===== src/rtl/riscv_pkg.sv =====
// ---------------------------------------------------------------------------
// riscv_pkg
// Shared definitions for the five-stage RV32I pipeline.
//   XLEN             : datapath width
//   NOP_INSTR        : canonical bubble instruction (addi x0,x0,0)
//   RESET_PC_DEFAULT : default program counter after reset
//   if_id_t          : contents of the IF/ID pipeline register
//   IF_ID_BUBBLE     : IF/ID value after a flush or reset
// ---------------------------------------------------------------------------
package riscv_pkg;

    localparam int XLEN = 32;

    localparam logic [XLEN-1:0] NOP_INSTR        = 32'h0000_0013;
    localparam logic [XLEN-1:0] RESET_PC_DEFAULT = 32'h0000_0000;

    typedef struct packed {
        logic [XLEN-1:0] pc;
        logic [XLEN-1:0] pc_plus4;
        logic [XLEN-1:0] instr;
        logic            valid;
    } if_id_t;

    localparam if_id_t IF_ID_BUBBLE = '{
        pc:       32'h0000_0000,
        pc_plus4: 32'h0000_0000,
        instr:    NOP_INSTR,
        valid:    1'b0
    };

endpackage


===== src/rtl/if_id_reg.sv =====
// ---------------------------------------------------------------------------
// if_id_reg
// Generic pipeline register with hold (enable low), flush and async reset.
// Flush has priority over enable, so a flush can kill a stalled entry.
// Reused for later pipeline registers by changing WIDTH / BUBBLE.
//   clk    in  : rising-edge clock
//   rst    in  : asynchronous active-high reset, loads BUBBLE
//   enable in  : capture d when high, otherwise hold
//   flush  in  : load BUBBLE at the next edge
//   d      in  : next register contents
//   q      out : current register contents
// ---------------------------------------------------------------------------
module if_id_reg
    import riscv_pkg::*;
#(
    parameter int               WIDTH  = $bits(if_id_t),
    parameter logic [WIDTH-1:0] BUBBLE = IF_ID_BUBBLE
) (
    input  logic             clk,
    input  logic             rst,
    input  logic             enable,
    input  logic             flush,
    input  logic [WIDTH-1:0] d,
    output logic [WIDTH-1:0] q
);

    always_ff @(posedge clk or posedge rst) begin
        if (rst) begin
            q <= BUBBLE;
        end else if (flush) begin
            q <= BUBBLE;
        end else if (enable) begin
            q <= d;
        end
    end

endmodule


===== src/rtl/fetch_stage.sv =====
// ---------------------------------------------------------------------------
// fetch_stage
// Instruction-fetch stage: owns the PC, drives the combinational instruction
// memory and registers the fetched word into IF/ID.
// Edge priority: redirect > stall > advance.
//   clk            in  : rising-edge clock
//   rst            in  : asynchronous active-high reset
//   imem_addr      out : byte address to instruction memory (= PC)
//   imem_rdata     in  : instruction word returned in the same cycle
//   stall          in  : load-use stall, hold PC and IF/ID
//   redirect_valid in  : taken branch / JAL resolved in EX
//   redirect_pc    in  : redirect target, bits [1:0] ignored
//   if_id_pc       out : PC of the instruction in IF/ID
//   if_id_pc_plus4 out : if_id_pc + 4
//   if_id_instr    out : instruction in IF/ID
//   if_id_valid    out : IF/ID holds a real instruction
//   fetch_count    out : number of valid instructions written into IF/ID
// ---------------------------------------------------------------------------
module fetch_stage
    import riscv_pkg::*;
#(
    parameter logic [31:0] RESET_PC = RESET_PC_DEFAULT
) (
    input  logic        clk,
    input  logic        rst,
    output logic [31:0] imem_addr,
    input  logic [31:0] imem_rdata,
    input  logic        stall,
    input  logic        redirect_valid,
    input  logic [31:0] redirect_pc,
    output logic [31:0] if_id_pc,
    output logic [31:0] if_id_pc_plus4,
    output logic [31:0] if_id_instr,
    output logic        if_id_valid,
    output logic [31:0] fetch_count
);

    logic [31:0] pc;
    logic [31:0] pc_next;
    logic [31:0] pc_plus4;
    logic        advance;
    if_id_t      if_id_d;
    if_id_t      if_id_q;

    // The target's low bits are dropped so PC stays word aligned.
    logic        unused_redirect_low;
    assign unused_redirect_low = ^redirect_pc[1:0];

    assign pc_plus4 = pc + 32'd4;
    assign advance  = !redirect_valid && !stall;

    always_comb begin
        pc_next = pc;
        if (redirect_valid) begin
            pc_next = {redirect_pc[31:2], 2'b00};
        end else if (!stall) begin
            pc_next = pc_plus4;
        end
    end

    always_ff @(posedge clk or posedge rst) begin
        if (rst) begin
            pc <= RESET_PC;
        end else begin
            pc <= pc_next;
        end
    end

    // Only an advance writes a real instruction, so only it is counted.
    always_ff @(posedge clk or posedge rst) begin
        if (rst) begin
            fetch_count <= 32'd0;
        end else if (advance) begin
            fetch_count <= fetch_count + 32'd1;
        end
    end

    always_comb begin
        if_id_d          = IF_ID_BUBBLE;
        if_id_d.pc       = pc;
        if_id_d.pc_plus4 = pc_plus4;
        if_id_d.instr    = imem_rdata;
        if_id_d.valid    = 1'b1;
    end

    if_id_reg #(
        .WIDTH  ($bits(if_id_t)),
        .BUBBLE (IF_ID_BUBBLE)
    ) u_if_id_reg (
        .clk    (clk),
        .rst    (rst),
        .enable (!stall),
        .flush  (redirect_valid),
        .d      (if_id_d),
        .q      (if_id_q)
    );

    assign imem_addr      = pc;
    assign if_id_pc       = if_id_q.pc;
    assign if_id_pc_plus4 = if_id_q.pc_plus4;
    assign if_id_instr    = if_id_q.instr;
    assign if_id_valid    = if_id_q.valid;

endmodule


===== config.mk =====
export PLATFORM = sky130hd
export DESIGN_NAME = fetch_stage
export DESIGN_NICKNAME = d
export VERILOG_FILES = /design/src/rtl/riscv_pkg.sv /design/src/rtl/if_id_reg.sv /design/src/rtl/fetch_stage.sv
export SDC_FILE = /design/constraint.sdc
export NUM_CORES = 1
export LEC_CHECK = 0
export BUFFER_PORTS_ARGS = -buffer_cell sky130_fd_sc_hd__buf_4
export CAP_MARGIN = 20
export CORE_MARGIN = 2
export CORE_UTILIZATION = 30
export DETAILED_ROUTE_END_ITERATION = 7
export GPL_TIMING_DRIVEN = 0
export SYNTH_ARGS = -nofsm -noshare
export SYNTH_HDL_FRONTEND = slang
export SYNTH_SLANG_ARGS = --single-unit

===== constraint.sdc =====
create_clock -name clk -period 8.6 [get_ports clk]
set_input_delay 2.58 -clock clk [delete_from_list [all_inputs] [get_ports clk]]
set_output_delay 2.58 -clock clk [all_outputs]
set_load 0.02 [all_outputs]

==> impl_metrics.csv <==
group,metric,value,unit
place,place_congestion,0.8822,
worst_hold_path,hold_end,"fetch_count[31]",
critical_path,critPathBufInv,4,
critical_path,cp_cell_sequence,"buf_4 -> clkbuf_1 -> buf_1 -> buf_1 -> a21oi_1 -> a221oi_1",
routing,avgViaCountPerCell,5.014,
final_layout,nets,1053,
critical_path,critical_path.max_fanout,10,
clock_tree,cts_root_buf,"clkbuf_16",
job,max_cap_violations,0,
critical_path,arrival,4.96,ns
run_status,status,"completed",
critical_path,crit_required,8.91,ns
global_routing,grt_overflow,0,
global_routing,grt_antenna_before_repair,0,
sta,setup_viol,0,
yosys,ys_top_cells_by_area,"dfrtp_1 51%, mux2i_1 6.8%, xnor2_1 5.5%",
place,hpwl,18400,um
sta,fmax,215.1,MHz
pwr,power_density,196.9,nW/um2
final_layout,final_cells,1320,
die,die-area,26250,um2
clock_tree,cts_tree,"done",
clock_tree,cts_buffers,17,
sta,holdWs,0.4874,ns
global_routing,grt_max_degree,120,
worst_hold_path,min_path_type,"register to register",
final_layout,antenna_cells,0,
critical_path,critPathCaptureType,"register",
place,portBuffers,223,
die,ios,229,
place,place_inst,1288,
global_routing,track_usage,19.42,%
critical_path,crit_path_start_kind,"primary input",
yosys,synth_seq_cells,156,
yosys,netlist_instances,739,
critical_path,r2r_slack,5.86,ns
critical_path,cp_common_cell,"buf_1",
critical_path,regToRegStartpoint,"imem_addr[2]",
sta,worstMarginPinSlew,1.202,ns
clock_tree,clock_path_buffers,2,
sta,fin_crit_sh,54.05,%
yosys,syn-cell-area,7492,um2
sta,slew_headroom,19.23,%
sta,final.setup_skew,0.01623,ns
yosys,synth.most_common_cell,"dfrtp_1",
clock_tree,cts_resized,0,
yosys,yosys_warnings,0,
routing,drc,0,
worst_hold_path,hold_start,"fetch_count[31]",
die,row_count,57,
global_routing,grt_pass1_vias,6581,
critical_path,critical_path_class,"primary input to register",
yosys,ys.flop_type,"dfrtp_1",
critical_path,cpMaxStageDelayCell,"buf_1",
die,fp.coreArea,24390,um2
clock_tree,cts.sinks,156,
sta,fin_crit,4.649,ns
final_layout,fin_area,10220,um2
yosys,yosys-top-cells-count,"153 x dfrtp_1, 97 x nor2_1, 57 x nand2_1, 51 x mux2i_1, 47 x xnor2_1",
critical_path,worstRegToRegCells,5,
clock_tree,h-tree-depth,4,
die,die_h,162.0,um
routing,drt_iter0_drc,332,
sta,rsz0062_at_grt,"no",
global_routing,grt_pass1_wl,39240,um
critical_path,r2r-end,"u_if_id_reg.q[61]",
yosys,ys_types,56,
critical_path,critPathTopFamily,"buffers and inverters",
place,dpl_cell_area,9610,um2
routing,routed_wl,25460,um
pwr,power,2.012,mW
clock_tree,hold_buffers,0,
die,initial_core_util,30.72,%
sta,slew_viol_final,0,
clock_tree,clk_pin_slew,0.08,ns
routing,detail-route-antenna-nets,0,
routing,vias,6619,
yosys,synth-async-reset-ratio,100.0,%
clock_tree,postCtsSetupRepairBufs,0,
pwr,leakagePower,4.744,nW
final_layout,syn_to_final_growth,36.37,%
routing,wire_per_inst,19.29,um
pwr,max-vdd-ir-drop,0.1175,mV
final_layout,drive_gt1_share,28.92,%
yosys,seq_area_frac_synth,52.15,%
yosys,avgSynthCellArea,10.14,um2
yosys,netlist.area_leader.share,51.10,%
worst_hold_path,holdPathStages,1,
critical_path,max_stage_delay,0.71,ns
die,fp.dieW,162.0,um
routing,dr.pass1.iters,5,
sta,finalHoldViolCount,0,
yosys,synth-edff-count,0,
yosys,yosysTopAreaCell,"dfrtp_1",
clock_tree,worst_skew_pair.late_latency,0.43,ns
cell usage in the layout, fill, tap and decap left out, types with 9 or more instances in the layout:
cell       instances
a311oi_1          13
a21oi_1           16
and4_1            13
mux2i_1           51
clkbuf_1          36
o21ai_0           25
xnor2_1           47
nand3_1           25
nand4_1           27
and3_1            10
xor2_1             9
nand2_1           57
nor3_1            18
dfrtp_1          153
clkbuf_16         17
buf_4            229
nor2_1            97
or4_1             10
inv_1             10
buf_2             11
layout make-up:
| class | instances | area [um2] |
|---|---|---|
| timing repair buffer | 224 | 1702 |
| clock buffer | 17 | 425.4 |
| fill | 2477 | 14170 |
| clock inverter | 15 | 181.4 |
| sequential | 156 | 3908 |
| tap | 324 | 405.4 |
| buffer | 61 | 267.8 |
| multi-input combinational | 510 | 3272 |
| inverter | 13 | 56.30 |
where the power goes:
group          internal, mW  leakage [nW]  switching (mW)  total [mW]
Sequential            0.789          2.03          0.0564       0.845
Combinational         0.155          2.42           0.223       0.378
Clock                 0.439         0.295           0.349       0.789
worst register-to-register path, stage by stage, from the launching register on:
cell and delay, ns:
dfrtp_1 0.48, ha_1 0.30, nand3_2 0.20, nor3_1 0.90
a311oi_1 0.19, a2111oi_0 0.51
state kept, by name, indices dropped and copies added (netlist names):
name,count
u_if_id_reg.q,94
imem_addr,30
fetch_count,32
metal layers:
layer  share of wire, %  wire length (um)  up-vias  track usage, %
li1                   -                 -     3135               -
met2                 46             11800      239           30.60
met4                1.8               452        0           5.471
met5                  0                 0        -               0
met3                7.7              1966       31           5.618
met1                 44             11230     3214           26.12
cell families after synthesis:
group	count (synthesis)	share of synthesized area [%]
xor+xnor	56	6.546
other cells	1	0.05005
compound gates	101	9.352
fa+ha+maj	2	0.3339
buf+inv	74	4.225
flops	156	52.15
mux	52	6.964
simple gates	297	20.37
stage by stage:
stage,setup WS (ns),utilization (%),TNS [ns]
after CTS,3.934,41.89,0
final,3.951,41.89,0
after detailed placement,3.466,39.40,0
after floorplan,1.818,-,0
after global placement,-0.4246,39.26,-62.38
after global routing,3.817,41.89,0
how the worst max path moves through the flow:
stage	start	slack, ns	depth (start not counted)	end
global placement	rst	-0.42	2	u_if_id_reg.q[46]
global route	stall	3.82	6	u_if_id_reg.q[69]
finish	stall	3.95	6	u_if_id_reg.q[52]
detailed placement	stall	3.47	6	u_if_id_reg.q[52]
floorplan	rst	1.82	1	fetch_count[0]
CTS	stall	3.93	6	u_if_id_reg.q[52]
Note: power is estimated with default switching activity, not from simulation.
